`config.mk`:
```
export PLATFORM = sky130hd
export DESIGN_NAME = cmd_tx_serializer
export DESIGN_NICKNAME = d
export VERILOG_FILES = /design/src/rtl/cmd_tx_serializer.sv
export SDC_FILE = /design/constraint.sdc
export NUM_CORES = 1
export LEC_CHECK = 0
export ABC_AREA = 1
export CORE_ASPECT_RATIO = 1.4
export CORE_UTILIZATION = 30
export DETAILED_ROUTE_END_ITERATION = 16
export GPL_TIMING_DRIVEN = 0
export SLEW_MARGIN = 10
export SYNTH_ARGS = -nofsm -noshare
export SYNTH_HDL_FRONTEND = slang
export SYNTH_SLANG_ARGS = --single-unit
```
`constraint.sdc`:
```
create_clock -name sd_clock -period 2.1 [get_ports sd_clock]
set_input_delay 0.21 -clock sd_clock [delete_from_list [all_inputs] [get_ports sd_clock]]
set_output_delay 0.21 -clock sd_clock [all_outputs]
set_load 0.01 [all_outputs]
```
`src/rtl/cmd_tx_serializer.sv`:
```
// cmd_tx_serializer
//   Sends one 48-bit SD command frame per accepted start, MSB first:
//   start bit (0), transmission bit (1), 6-bit index, 32-bit argument,
//   CRC7 (x^7+x^3+1) computed on the fly, end bit (1). A programmable
//   idle gap follows each frame before the next start is accepted.
//
//   state | meaning
//   IDLE  | line released, waiting for start
//   SHIFT | frame bits 47..8 on the line, CRC accumulating
//   CRC   | CRC bits 7..1 on the line
//   END   | end bit on the line, done pulse
//   GAP   | line released, counting down the inter-frame gap
//
// Ports
//   sd_clock   in   clock, all state updates on its rising edge
//   reset      in   asynchronous active-high reset
//   start      in   frame request, honoured only when the block can accept
//   cmd_index  in   6-bit command index, captured with start
//   argument   in   32-bit argument, captured with start
//   cmd_out    out  serial CMD data (idles high)
//   cmd_oe     out  high while a frame is being driven
//   busy       out  high from acceptance until the gap expires
//   done       out  one-cycle pulse concurrent with the end bit
module cmd_tx_serializer #(
  parameter int unsigned GAP_CYCLES = 8
) (
  input  logic        sd_clock,
  input  logic        reset,
  input  logic        start,
  input  logic [5:0]  cmd_index,
  input  logic [31:0] argument,
  output logic        cmd_out,
  output logic        cmd_oe,
  output logic        busy,
  output logic        done
);

  typedef enum logic [2:0] {
    IDLE  = 3'd0,
    SHIFT = 3'd1,
    CRC   = 3'd2,
    END   = 3'd3,
    GAP   = 3'd4
  } state_t;

  localparam logic [7:0] GAP_LOAD = 8'((GAP_CYCLES > 0) ? GAP_CYCLES - 1 : 0);

  state_t      state_q, state_d;
  logic [38:0] shreg_q, shreg_d;    // frame bits 46..8, next bit at [38]
  logic [6:0]  crc_q, crc_d;
  logic [5:0]  bit_cnt_q, bit_cnt_d;
  logic [7:0]  gap_cnt_q, gap_cnt_d;
  logic        cmd_out_q, cmd_out_d;
  logic        cmd_oe_q, cmd_oe_d;
  logic        busy_q, busy_d;
  logic        done_q, done_d;
  logic        accept;

  function automatic logic [6:0] crc_step(input logic [6:0] crc, input logic bit_in);
    logic fb;
    fb = bit_in ^ crc[6];
    return {crc[5:0], 1'b0} ^ (fb ? 7'h09 : 7'h00);
  endfunction

  always_comb begin
    state_d   = state_q;
    shreg_d   = shreg_q;
    crc_d     = crc_q;
    bit_cnt_d = bit_cnt_q;
    gap_cnt_d = gap_cnt_q;
    cmd_out_d = cmd_out_q;
    cmd_oe_d  = cmd_oe_q;
    busy_d    = busy_q;
    done_d    = 1'b0;
    accept    = 1'b0;

    case (state_q)
      IDLE: accept = start;

      SHIFT: begin
        bit_cnt_d = bit_cnt_q + 6'd1;
        if (bit_cnt_q == 6'd39) begin
          // bit 8 is already on the line, so the CRC is complete here
          cmd_out_d = crc_q[6];
          crc_d     = {crc_q[5:0], 1'b0};
          state_d   = CRC;
        end else begin
          cmd_out_d = shreg_q[38];
          shreg_d   = {shreg_q[37:0], 1'b0};
          crc_d     = crc_step(crc_q, shreg_q[38]);
        end
      end

      CRC: begin
        bit_cnt_d = bit_cnt_q + 6'd1;
        if (bit_cnt_q == 6'd46) begin
          cmd_out_d = 1'b1;
          done_d    = 1'b1;
          state_d   = END;
        end else begin
          cmd_out_d = crc_q[6];
          crc_d     = {crc_q[5:0], 1'b0};
        end
      end

      END: begin
        cmd_out_d = 1'b1;
        cmd_oe_d  = 1'b0;
        if (GAP_CYCLES == 0) begin
          busy_d  = 1'b0;
          state_d = IDLE;
          accept  = start;
        end else begin
          gap_cnt_d = GAP_LOAD;
          state_d   = GAP;
        end
      end

      GAP: begin
        // The edge that expires the gap is also the earliest acceptance edge.
        if (gap_cnt_q == 8'd0) begin
          busy_d  = 1'b0;
          state_d = IDLE;
          accept  = start;
        end else begin
          gap_cnt_d = gap_cnt_q - 8'd1;
        end
      end

      default: state_d = IDLE;
    endcase

    if (accept) begin
      state_d   = SHIFT;
      shreg_d   = {1'b1, cmd_index, argument};
      crc_d     = 7'd0;
      bit_cnt_d = 6'd0;
      gap_cnt_d = 8'd0;
      cmd_out_d = 1'b0;
      cmd_oe_d  = 1'b1;
      busy_d    = 1'b1;
    end
  end

  always_ff @(posedge sd_clock or posedge reset) begin
    if (reset) begin
      state_q   <= IDLE;
      shreg_q   <= '0;
      crc_q     <= '0;
      bit_cnt_q <= '0;
      gap_cnt_q <= '0;
      cmd_out_q <= 1'b1;
      cmd_oe_q  <= 1'b0;
      busy_q    <= 1'b0;
      done_q    <= 1'b0;
    end else begin
      state_q   <= state_d;
      shreg_q   <= shreg_d;
      crc_q     <= crc_d;
      bit_cnt_q <= bit_cnt_d;
      gap_cnt_q <= gap_cnt_d;
      cmd_out_q <= cmd_out_d;
      cmd_oe_q  <= cmd_oe_d;
      busy_q    <= busy_d;
      done_q    <= done_d;
    end
  end

  assign cmd_out = cmd_out_q;
  assign cmd_oe  = cmd_oe_q;
  assign busy    = busy_q;
  assign done    = done_q;

endmodule

```
# --- Word-level counts from Yosys, hierarchy flattened ---
# Index checks and enable logic that the tools add are counted.
op_classes:
  add_sub_neg: 2
  multipliers: 0
  div_mod_pow: 0
  n_lt_le_gt_ge: 0
  eq_ne: 13
  n_shift: 0
  mux: 31
  n_bitwise: 2
  reduce_logical: 16
op_table:
  columns: ["operator", "count"]
  rows:
  - ["2-to-1 mux 39 bit", 3]
  - ["2-to-1 mux 7 bit", 3]
  - ["2-to-1 mux 8 bit", 2]
  - ["one-hot mux 8 bit (2 select lines)", 1]
  - ["!= test 3 bit (second input constant)", 5]
  - ["one-hot mux 3 bit (5 select lines)", 1]
  - ["one-hot mux 7 bit (2 select lines)", 1]
  - ["equality test 6 bit (second input constant)", 2]
  - ["2-to-1 mux 3 bit", 4]
  - ["2-to-1 mux 6 bit", 2]
  - ["2-to-1 mux 1 bit", 11]
  - ["nonzero test 2 bit", 5]
  - ["zero test 8 bit", 1]
  - ["AND reduction 2 bit", 4]
  - ["subtractor 8 x 1 -> 8 bit (second input constant)", 1]
  - ["XOR 7 x 4 -> 7 bit", 1]
  - ["adder 6 x 1 -> 6 bit (second input constant)", 1]
  - ["equality test 3 x 2 -> 1 bit (second input constant)", 2]
  - ["nonzero test 3 bit", 2]
  - ["2-to-1 mux 4 bit", 1]
  - ["!= test 2 bit (second input constant)", 2]
  - ["AND reduction 4 bit", 1]
  - ["nonzero test 4 bit", 1]
  - ["equality test 3 x 1 -> 1 bit (second input constant)", 1]
  - ["6 further kinds", 6]
totals:
  regBits: 67
  latchBits: 0
  ramBits: 0
  rom_bits: 0
  inputBits: 41
  output_inout_bits: 4
  word_cells: 73
  memories: 0

# --- Depth between registers and ports, before layout ---
depth:
  word_depth: 6
  ltp_mapped: 10
  ltp_nobuf: 10

# --- Worst setup path after synthesis ---
# No wires, ideal clock.
synth_path:
  path_type: "register to register"
  startpoint: "reg gap_cnt_q[0]"
  endpoint: "reg shreg_q[33]"
  arrival_time_ps: 1413
  required_ps: 1981
  path_slack_ps: 569
  path_stages_with_launch: 10
  n_path_buf: 2
  period_less_slack_ps: 1531
  path_cell_list: "dfrtp_1 inv_1 ha_1 nand2_1 o21ai_2 nand2_2 buf_6 buf_6 o21ai_1 nand2_1"
synth_between:
  elab_chain_len: 5
  elab_cells_between_ends: 7
  classes_between: "eq/ne: 1; mux: 3; reduce/logical: 3"
synth_lines:
  columns: ["item", "line_no", "source"]
  rows:
  - ["start, declared", "52", "logic [7:0] gap_cnt_q, gap_cnt_d;"]
  - ["start signal, assigned", "161", "gap_cnt_q <= gap_cnt_d;"]
  - ["zero test 8 bit (*)", "121", "if (gap_cnt_q == 8'd0) begin"]
  - ["2-to-1 mux 1 bit (*)", "121", null]
  - ["one-hot mux 1 bit (2 select lines) (*)", "77", "case (state_q)"]
  - ["!= test 2 bit (no source line) or nonzero test 2 bit (tied branches)", null, null]
  - ["AND reduction 2 bit (no source line)", null, null]
  - ["end signal, assigned", "158", "shreg_q <= shreg_d;"]
  - ["end, declared", "49", "logic [38:0] shreg_q, shreg_d;"]
# Mark *: on every way between the ends. The rest lies on a longest branch, timed or not.
# A chain may end at the register's enable or synchronous reset.

# --- Final worst setup path ---
layout_path:
  startpoint: "reg gap_cnt_q[0]"
  endpoint: "reg shreg_q[7]"
# The elaborated chain is that of the path after synthesis.

==> results.toml <==
[run_status]
status = "finished clean"

[logic_synthesis]
yosysMostFrequentCell = "nand2_1"
yosysUniqueCellTypes = 28
syn-cell-area_um2 = 3440
synthSimpleGateAreaFrac = 0.306
synthXorXnorAreaFrac = 0.0102
ys_ff_latch = 67
synth_adder_area_share = 0.0109
synth_top_family_by_area = "simple AND/OR/NAND/NOR gates"
synth_top_area_frac = 0.479
syn_nets = 499
syn_avg_cell_area_um2 = 7.57
synth_area_leaders = "dfrtp_1, nand2_1, o21ai_0, inv_1, o21ai_1"
ys_async_sr_fraction = 1.00
synth_compound_area_frac = 0.0973
synth_warnings = 0
synthMuxAreaShare = 0
postSynthCellCount = 455
yosys.area.top_type = "dfrtp_1"
yosysSeqAreaShare = 0.487
synthFlopType = "dfrtp_1"
synth_edf_count = 0
yosys-top-cells-count = "nand2_1, dfrtp_1, inv_1"

[clocking]
cts.clk_slew.worst_paths_ns = 0.05
clock-root-buffer = "clkbuf_16"
htreeDepth = 3
clk_latency_ns = 0.33
cts_buffers = 9
clock_path_buffers = 2
tritoncts = "built"
clock_sinks = 67
cts_resized = 0
cts_setup_buffers = 0
ctsHoldBuffers = 0

[placed_design]
detailedPlacementHpwl_mm = 5.46
placed_area_um2 = 4090
gp_congestion = 0.763
io_buffers = 44

[timing]
worst_pin_slew_ns = 0.479
rsz0062_at_grt = "no"
fin_crit_sh = 0.871
setup_tns_ns = 0
hold_ws_ns = 0.189
hold_viol_final = 0
timing.final.max_slew_violations = 0
setup_viol = 0
finalClockSkew_ns = 0.00506
slew_headroom = 0.681
period_minus_slack_ns = 1.83
timing.fmax_ghz = 0.547

[power_and_ir_drop]
powerDensity_nw_per_um2 = 1570
power.total_uw = 6870
vdd_drop_max_mv = 0.525
leakagePower_uw = 0.00222

[global_route]
grt_antenna_before_repair = 0
grt_pass1_wl_mm = 13.4
grt_usage = 0.144
grt_pass1_vias = 2868
grt_start_max_net_pins = 49
grt-ovfl-total = 0

[finish]
drive_above_1_share = 0.0930
final_nets = 555
fin_area_um2 = 4380
antennaDiodeCount = 0
syn2layout_area_growth_pct = 27.3
fillCellCount = 1156

[routing]
drtAntennaViolNets = 0
wl_per_cell_um = 11.8
drt_iter0_drc = 165
drt_wl_total_mm = 7.78
vias = 2994
detail_route.vias_per_cell = 4.56
firstDrtPassIters = 4
drcViolationCount = 0

[worst_setup_path]
worstPathRequired_ns = 2.31
cp_max_fo = 10
end_kind = "register"
worstPathCellList = "inv_1 > ha_1 > nand2_1 > o21ai_2 > nand2_2 > clkbuf_1 > o21ai_0 > nand2_1"
max_stage_delay_ns = 0.40
critPathLaunchType = "register"
critPathSlowestCell = "dfrtp_1"
critPathKind = "reg -> reg"
reg2reg_to = "shreg_q[7]"
r2r_start = "gap_cnt_q[0]"
cp-endpoint = "shreg_q[7]"
arrival_ns = 2.04
critical_path.top_delay_family = "flip-flops"
cp_common_cell = "nand2_1"
cp-startpoint = "gap_cnt_q[0]"
rrSetupSlack_ns = 0.27
worst-path-buf-inv = 2
worst-path-stages = 8
rr_worst_depth = 8

[floorplan]
die_x_um = 92.6
rows = 45
die_height_um = 129
core_um2 = 11000
pin_count = 45
dieArea_um2 = 11900
start_util = 0.312

[hold_path]
hold_class = "in -> async"

[run]
cap_viol_max_count = 0
-- registers in the layout, summed over array words and instances (netlist names) --
| signal | flops |
|---|---|
| shreg_q | 39 |
| gap_cnt_q | 8 |
| crc_q | 7 |
| bit_cnt_q | 6 |
| state_q | 3 |
| busy | 1 |
| cmd_oe | 1 |
| cmd_out | 1 |
| done | 1 |
-- worst min path at each step --
stage,startpoint,to,slack [ns],cells after the start
floorplan,argument[0],shreg_q[0],0.33,2
global route,reset,shreg_q[38],0.22,2
global placement,shreg_q[17],shreg_q[17],0.45,2
CTS,reset,shreg_q[38],0.20,2
detailed placement,shreg_q[13],shreg_q[13],0.46,2
finish,reset,gap_cnt_q[7],0.19,2
-- metrics by stage --
step	setup WS (ns)	util	instances
6_report	0.271	0.397	657
5_1_grt	0.0721	0.397	657
4_1_cts	0.255	0.397	657
3_5_place_dp	0.306	0.371	641
3_3_place_gp	-1.09	0.368	640
2_1_floorplan	0.208	-	455
-- logic make-up (layout without fill, tap and decap cells) --
kind of cell    count (synthesis)  count (layout)
simple gates                  259             259
flops                          67              67
buf+inv                        58             119
xor+xnor                        4               4
compound gates                 64              64
fa+ha+maj                       3               3
-- report_power, final --
| part | switching (uW) | leakage (uW) | internal [uW] |
|---|---|---|---|
| Sequential | 345 | 0.000823 | 1910 |
| Combinational | 1920 | 0.00125 | 1220 |
| Clock | 545 | 0.000146 | 927 |
-- per-layer routing --
layer	up-vias	track usage	wire length, um
met5	-	0	0
met4	0	0.0515	91
met3	7	0.0378	267
met2	47	0.241	3830
met1	1400	0.179	3590
li1	1540	-	-
-- layout by cell type (no fill, tap or decap), types with 4 or more instances in the layout --
| master | count |
|---|---|
| clkbuf_8 | 4 |
| nand2_2 | 5 |
| clkbuf_16 | 9 |
| clkbuf_1 | 5 |
| inv_1 | 36 |
| nor3_1 | 6 |
| o22ai_1 | 5 |
| clkdlybuf4s50_1 | 44 |
| nand2_1 | 205 |
| nor2_1 | 16 |
| buf_6 | 9 |
| nor2_2 | 4 |
| buf_4 | 4 |
| dfrtp_1 | 66 |
| nand3_1 | 17 |
| o21ai_0 | 29 |
| a21oi_1 | 5 |
| o21ai_1 | 22 |
-- final cells by class --
type | instances | area, um^2 | area share
multi-input combinational | 330 | 1460 | 0.334
buffer | 17 | 148 | 0.0337
inverter | 41 | 159 | 0.0362
clock inverter | 1 | 5.00 | 0.00114
sequential | 67 | 1680 | 0.383
tap | 141 | 176 | 0.0402
timing repair buffer | 45 | 468 | 0.107
clock buffer | 15 | 288 | 0.0656
Note: power is estimated with default switching activity, not from simulation.
